<file path="src/rtl/fetch_unit_pkg.sv">
// Shared fetch-side types: data/address width, reset PC
// and the fetch sequencer state encoding.
package fetch_unit_pkg;

  localparam int DATA_W = 16;

  localparam logic [DATA_W-1:0] RESET_PC = 16'h0000;

  typedef enum logic [1:0] {
    FETCH_REQ  = 2'd0,
    FETCH_WAIT = 2'd1,
    FETCH_HOLD = 2'd2
  } fetch_state_e;

endpackage

</file>
<file path="src/rtl/fetch_unit.sv">
// Instruction fetch sequencer feeding the 16-bit IR.
// Ports: clock/reset(n), stall, branch_*, mem req/ready/rvalid, ir_*, busy.
module fetch_unit
  import fetch_unit_pkg::*;
#(
  parameter int DATA_W = fetch_unit_pkg::DATA_W,
  parameter logic [DATA_W-1:0] RESET_PC = fetch_unit_pkg::RESET_PC,
  parameter int unsigned PC_INC = 1
) (
  input  logic              clock,
  input  logic              reset,
  input  logic              stall,
  input  logic              branch_valid,
  input  logic [DATA_W-1:0] branch_target,
  output logic              mem_req,
  output logic [DATA_W-1:0] mem_addr,
  input  logic              mem_ready,
  input  logic              mem_rvalid,
  input  logic [DATA_W-1:0] mem_rdata,
  output logic              ir_write,
  output logic [DATA_W-1:0] ir_data,
  output logic [DATA_W-1:0] ir_pc,
  output logic              busy
);

  fetch_state_e      state;
  logic [DATA_W-1:0] fetch_pc;
  logic [DATA_W-1:0] held_instr;
  logic [DATA_W-1:0] held_pc;
  logic              squash;
  logic [DATA_W-1:0] pc_next;

  // wraps naturally at 2^DATA_W
  assign pc_next = fetch_pc + DATA_W'(PC_INC);

  // gated by reset so no request leaks out while held in reset
  assign mem_req  = reset && (state == FETCH_REQ);
  assign mem_addr = fetch_pc;
  assign busy     = (state != FETCH_REQ);

  // a branch in HOLD drops the held word
  assign ir_write = (state == FETCH_HOLD)
                  && !stall && !branch_valid;
  assign ir_data  = held_instr;
  assign ir_pc    = held_pc;

  always_ff @(posedge clock or negedge reset) begin
    if (!reset) begin
      state      <= FETCH_REQ;
      fetch_pc   <= RESET_PC;
      squash     <= 1'b0;
      held_instr <= '0;
      held_pc    <= '0;
    end else begin
      unique case (state)
        FETCH_REQ: begin
          if (branch_valid)
            fetch_pc <= branch_target;
          if (mem_ready) begin
            state <= FETCH_WAIT;
            // old address is in flight; its data is stale
            if (branch_valid)
              squash <= 1'b1;
          end
        end
        FETCH_WAIT: begin
          if (branch_valid) begin
            fetch_pc <= branch_target;
            // same-cycle data is discarded, nothing left to kill
            squash   <= !mem_rvalid;
            if (mem_rvalid)
              state <= FETCH_REQ;
          end else if (mem_rvalid) begin
            if (squash) begin
              squash <= 1'b0;
              state  <= FETCH_REQ;
            end else begin
              held_instr <= mem_rdata;
              held_pc    <= fetch_pc;
              state      <= FETCH_HOLD;
            end
          end
        end
        FETCH_HOLD: begin
          if (branch_valid) begin
            fetch_pc <= branch_target;
            state    <= FETCH_REQ;
          end else if (!stall) begin
            fetch_pc <= pc_next;
            state    <= FETCH_REQ;
          end
        end
        default: state <= FETCH_REQ;
      endcase
    end
  end

endmodule

</file>
<file path="config.mk">
export PLATFORM = sky130hd
export DESIGN_NAME = fetch_unit
export DESIGN_NICKNAME = d
export VERILOG_FILES = /design/src/rtl/fetch_unit_pkg.sv /design/src/rtl/fetch_unit.sv
export SDC_FILE = /design/constraint.sdc
export NUM_CORES = 1
export LEC_CHECK = 0
export ABC_AREA = 1
export CORE_AREA = 2 2 76 78
export CTS_CLUSTER_SIZE = 28
export DETAILED_ROUTE_END_ITERATION = 8
export DIE_AREA = 0 0 78 80
export HOLD_SLACK_MARGIN = 0.12
export PLACE_DENSITY = 0.91
export SKIP_CTS_REPAIR_TIMING = 1
export SLEW_MARGIN = 20
export SYNTH_ARGS = -nofsm -noshare
export SYNTH_HDL_FRONTEND = slang
export SYNTH_SLANG_ARGS = --single-unit
</file>
<file path="constraint.sdc">
create_clock -name clock -period 2.5 [get_ports clock]
set_clock_uncertainty 0.15 [all_clocks]
set_input_delay 0.5 -clock clock [delete_from_list [all_inputs] [get_ports clock]]
set_output_delay 0.5 -clock clock [all_outputs]
set_load 0.01 [all_outputs]
</file>
==> out/metrics.cfg <==
[synth]
synth_compound_area_share_pct = 10.4
synthXorXnorAreaFrac_pct = 0.343
synth.distinct_cells = 28
dominant_combinational_cell_family_by_area_after_synthesis = simple AND/OR/NAND/NOR gates
synth_seq_cells = 51
synthMuxAreaShare_pct = 9.84
synth_top_area_cell = sky130_fd_sc_hd__dfrtp_1
synthesis.area_mm2 = 0.00255
yosys_warnings = 0
synth_nets = 321
seq_area_frac_synth_pct = 50.0
netlist_instances = 282
netlist_top_cells_area = sky130_fd_sc_hd__dfrtp_1 50%, sky130_fd_sc_hd__nand2_1 10%, sky130_fd_sc_hd__mux2_4 5.9%
average_footprint_of_a_synthesized_cell_um2 = 9.06
synth_simple_gate_area_share_pct = 21.7
share_of_the_synthesized_area_in_the_top_cell_type_pct = 50.0
synth_fa_ha_area_share_pct = 0.490

[floorplanning]
floorplan.die.width_um = 78
floorplan.initialDensity_pct = 47.3
fp-row-count = 27
design.core.area_mm2 = 0.00541
number_of_top_level_pins = 89
dieArea_mm2 = 0.00624
floorplan.die.height_um = 80

[power_and_ir_drop]
static-leakage-power_nw = 1.66
power.ir.vdd_worst_uv = 415
power.density_cell_area_mw_per_mm2 = 977
report.power.total_mw = 3.54

[clocking]
clk-insertion-delay-late_ns = 0.32
cts.path.max_buffers = 2
clockRootBuffer = sky130_fd_sc_hd__clkbuf_8
cts-htree-levels = 2
cts_made_buffers = 5
clock_tree_from_tritoncts = built
clkSlewWorstSetupHoldPaths_ns = 0.10
numClockSinks = 51

[run]
timing.max_cap.violations = 0

[cells_and_area]
layout-drive-gt1-share_pct = 13.1
finalNonFillerCells = 447
net_count_of_the_finished_layout = 413
n_antenna_cell = 0
syn_to_layout_area_delta_pct = 41.8

[grt]
grt_first_pass_wirelength_um = 10800
first_global_vias = 2265
globalRouteTotalUtil_pct = 22.1
grt.overflow.total = 0
grt_max_degree = 52
antenna_found_initial = 0

[detailed_routing]
vias_per_instance = 5.21
routed_wire_length_per_instance_um = 14.7
vias = 2330
routed_wl_um = 6560
detailedRoute.firstPassIterationCount = 5
drt_drc_violations_left = 0
drtAntennaViolNets = 0
initialDrtViolationCount = 153

[placement]
hpwlAfterDp_um = 4800
placed_cells_incl_taps = 439
gpl.final_weighted_congestion = 0.894
placement.io_buffers = 88

[worst_setup_path]
end_kind = output port
startpoint_type = input port
critical_path.startpoint = branch_valid
critical_path_class = in2out
worstPathArrival_ns = 1.77
critPathRequiredTime_ns = 1.85
critical_path_peak_fanout = 2
regToRegStartpoint = state[0]

[timing]
final_min_period_over_clock_period_pct = 96.6
setup_total_negative_slack_ns = 0
layout_min_cycle_time_ns = 2.42
worst_relative_slew_slack_pct = 56.4
rsz0062_at_grt = no
finalSetupViolCount = 0
fmax_mhz = 414
worst_pin_slew_ns = 0.653
final_max_tran_viols = 0
finalHoldViolCount = 0

[outcome]
outcome = finished, final reports clean

[min_path]
hold_path_class = in2async

[placed cells by master (no fill, tap or decap), types with 2 or more instances in the layout]
cell type	instances
sky130_fd_sc_hd__nor2_2	4
sky130_fd_sc_hd__o21a_1	5
sky130_fd_sc_hd__clkdlybuf4s50_1	87
sky130_fd_sc_hd__a21oi_1	8
sky130_fd_sc_hd__mux2_4	10
sky130_fd_sc_hd__nor2_1	22
sky130_fd_sc_hd__buf_4	5
sky130_fd_sc_hd__o21ai_1	6
sky130_fd_sc_hd__dfrtp_1	51
sky130_fd_sc_hd__nand2_1	69
sky130_fd_sc_hd__or2_2	5
sky130_fd_sc_hd__mux2_2	9
sky130_fd_sc_hd__buf_12	2
sky130_fd_sc_hd__nand3_1	19
sky130_fd_sc_hd__inv_1	23
sky130_fd_sc_hd__nand4_1	6
sky130_fd_sc_hd__clkbuf_8	5
sky130_fd_sc_hd__o21ai_0	24
[registers in the layout, indices dropped and copies added, names as in the netlist]
register and cells:
mem_addr 16, squash 1, ir_data 16, ir_pc 16
state 2
[report_power, final]
group / switching (mW) / total (mW) / internal, mW
clock network: 0.295 / 0.596 / 0.302
logic: 0.645 / 1.56 / 0.913
registers: 0.234 / 1.38 / 1.15
[final timing paths]
| check | cells after the start | slack, ns | endpoint |
|---|---|---|---|
| min in group clock | 2 | 0.34 | ir_pc[14] |
| min | 2 | 0.20 | ir_pc[12] |
| min reg2reg | 2 | 0.34 | ir_pc[14] |
| max in group asynchronous | 2 | 1.55 | ir_pc[11] |
| max | 5 | 0.08 | ir_write |
| max reg2reg | 10 | 0.62 | mem_addr[11] |
[stage by stage]
stage                     worst slack [ns]  cell area, um2  util [%]  hold WS (ns)
after CTS                           0.0655            3620      67.0         0.232
after detailed placement            0.0798            3510      64.9         0.324
final                               0.0840            3620      67.0         0.198
after floorplan                      0.765            2550         -        0.0544
after global placement              0.0769            3510      64.9         0.315
after global routing                0.0126            3620      67.0         0.269
[layout make-up]
class | instances | area, um2
fill | 445 | 1780
sequential | 51 | 1280
multi-input combinational | 196 | 1090
timing repair buffer | 95 | 953
inverter | 25 | 96.3
tap | 72 | 90.1
clock buffer | 5 | 68.8
clock inverter | 3 | 46.3
[routing by layer]
layer	global-route usage [%]	vias up	wire length (um)
met4	8.07	0	70
met1	27.7	1113	2680
li1	-	1109	-
met3	4.19	7	471
met5	0	-	0
met2	38.0	101	3340
[synth_stat cells (all sizes together)]
library cell  count
a21oi             9
a22o              1
a31oi             1
buf               8
clkbuf            2
dfrtp            51
ha                1
inv              25
mux2             19
nand2            70
nand3            20
nand4             6
nor2             26
o21a              5
o21ai            30
o22ai             1
o31ai             1
or2               5
xor2              1
[critical path, cell delays in order]
cell	delay, ns
sky130_fd_sc_hd__clkdlybuf4s50_1	0.44
sky130_fd_sc_hd__nor2_2	0.15
sky130_fd_sc_hd__inv_2	0.05
sky130_fd_sc_hd__nor2_1	0.08
sky130_fd_sc_hd__clkdlybuf4s50_1	0.54
[kinds of logic after synthesis]
group | after synthesis
AND/OR/NAND/NOR | 127
flip-flops | 51
AO/OA/AOI/OAI | 48
buffers and inverters | 35
multiplexers | 19
XOR/XNOR | 1
adder cells (fa/ha/maj) | 1
Note: power is estimated with default switching activity, not from simulation.
==> RTL change 1, RTL diff (same settings) <==
Change the package constant `DATA_W` from 16 to 32.
--- a/src/rtl/fetch_unit_pkg.sv
+++ b/src/rtl/fetch_unit_pkg.sv
@@ -3,5 +3,5 @@
 package fetch_unit_pkg;
 
-  localparam int DATA_W = 16;
+  localparam int DATA_W = 32;
 
   localparam logic [DATA_W-1:0] RESET_PC = 16'h0000;
Ports: changed (5 resized); port bits go from 89 to 169. The function was not compared with the original's and may differ.
==> RTL change 1 against the original RTL <==
  * The run now fails in global placement without I/O (3_1_place_gp_skip_io)
  * Area after synthesis increased by 96%
  * Synthesized cell count is 110% higher
==> RTL change 1: results <==
export IMPL_rows=27
export IMPL_synth_distinct_cells=28
export IMPL_async_reset_ff_share_pct=100
export IMPL_synth_top_cells_by_area="dfrtp_1 49%, nand2_1 14%, mux2_2 8.1%"
export IMPL_avgSynthCellArea_um2=8.30
export IMPL_synth_seq_cells=99
export IMPL_stop_error="[ERROR GPL-0301] Utilization 102.617 % exceeds 100%."
export IMPL_status="stopped before the end"
export IMPL_synth_commonest_cells="189 x nand2_1, 99 x dfrtp_1, 53 x nor2_1"
export IMPL_synth_seq_area_share_pct=49.4
export IMPL_syn_nets=675
export IMPL_haltStage="global placement without I/O (3_1_place_gp_skip_io)"
export IMPL_yosysWarnings=0
export IMPL_synth_main_ff_cell="dfrtp_1"
-- RTL change 1: cell types whose count changed after synthesis, sizes merged, moves of 23 or more --
cell and delta:
inv +26, nand3 +23, o21ai +24, nand2 +123, dfrtp +48, nor2 +32
-- RTL change 1: kinds of logic after synthesis --
| kind of cell | Yosys count | share of synthesized area [%] |
|---|---|---|
| AOI/OAI and AO/OA | 88 | 9.73 |
| xor gates and xnor gates | 1 | 0.175 |
| adders and majority gates | 1 | 0.249 |
| buffers and inverters | 74 | 7.28 |
| DFF | 99 | 49.4 |
| muxes | 36 | 8.08 |
| and+or+nand+nor | 305 | 25.1 |
==> RTL change 2, RTL diff (same flow settings) <==
Made on the original files. The 3 states of `fetch_state_e` get a one-hot encoding in 3 bits.
--- a/src/rtl/fetch_unit_pkg.sv
+++ b/src/rtl/fetch_unit_pkg.sv
@@ -7,8 +7,8 @@
   localparam logic [DATA_W-1:0] RESET_PC = 16'h0000;
 
-  typedef enum logic [1:0] {
-    FETCH_REQ  = 2'd0,
-    FETCH_WAIT = 2'd1,
-    FETCH_HOLD = 2'd2
+  typedef enum logic [2:0] {
+    FETCH_REQ  = 3'b001,
+    FETCH_WAIT = 3'b010,
+    FETCH_HOLD = 3'b100
   } fetch_state_e;
 
Behaviour: no difference found for any inputs over 10 cycles, from zero or initial values and one cycle with reset low; not proved beyond that.
==> RTL change 2 against the original RTL <==
  * Largest cell class unchanged
  * Worst setup slack improved by 54 ps
  * Total power is 17% higher
  * Clock power is 22% lower
  * Area after synthesis up 11%
  * Routed wire length up 2.4%
  * Utilization up 3.7 points
  * Sequential cell count is 1 higher
  * Cell area grew 5.5%
  * Synthesized cell count up 27%
  * First-iteration DRC count decreased by 14%
  * Global-route usage grew 0.15 points
  * Non-clock buffer count decreased by 1
==> RTL change 2: results <==
export IMPL_synth_xor_area_share_pct=0.618
export IMPL_synth_distinct_cells=25
export IMPL_fin_nets=485
export IMPL_drive_gt1_share_pct=15.0
export IMPL_internal_power_uw=2430
export IMPL_r2r_slack_ps=810
export IMPL_dr_first_iter_drc_count=132
export IMPL_finalCritPeriodShare_pct=94.5
export IMPL_crit_end="mem_req"
export IMPL_slew_headroom_pct=57.7
export IMPL_drt_met1_wl_mm=2.78
export IMPL_finalWeightedCongestion=0.917
export IMPL_met3_wirelength_um=361
export IMPL_use_met3_pct=3.62
export IMPL_grt_pass1_vias=2377
export IMPL_synth_commonest_cells="99 x nand2_1, 53 x inv_1, 51 x dfrtp_1"
export IMPL_synthAdderAreaFrac_pct=0.441
export IMPL_detail_route_first_pass_iterations=4
export IMPL_worstSetupStartpoint="state[0]$_DFFE_PN1P_"
export IMPL_cp_arrival_ps=1710
export IMPL_grt_pass1_wl_mm=11.1
export IMPL_stdcell_count=519
export IMPL_status="completed"
export IMPL_avgSynthCellArea_um2=7.92
export IMPL_r2r_end="mem_addr[12]$_DFFE_PN0P_"
export IMPL_dp_cells=511
export IMPL_met2_usage_pct=38.6
export IMPL_grt_max_degree=66
export IMPL_met2WireLength_mm=3.41
export IMPL_pg_seq_uw=1570
## RTL change 2: layout make-up
| cell class | instances | area (µm²) |
|---|---|---|
| fillers | 436 | 1580 |
| well taps | 72 | 90.1 |
| inverters | 57 | 214 |
| clock buffers | 6 | 72.6 |
| multi-input cells | 236 | 1190 |
| clock inverters | 2 | 12.5 |
| repair buffers | 94 | 936 |
| flip-flops and latches | 52 | 1300 |
## RTL change 2: per-stage QoR
| step | hold slack, ps | area (µm²) |
|---|---|---|
| 5_1_grt | 278 | 3820 |
| 6_report | 214 | 3820 |
| 3_5_place_dp | 316 | 3730 |
| 3_3_place_gp | 311 | 3730 |
| 2_1_floorplan | 54.4 | 2840 |
| 4_1_cts | 238 | 3810 |
## RTL change 2: worst max-delay path: stages (launching register included)
cell and delay (ps):
dfstp_2 580, nand3_2 150, nor2_1 130, clkdlybuf4s50_1 550
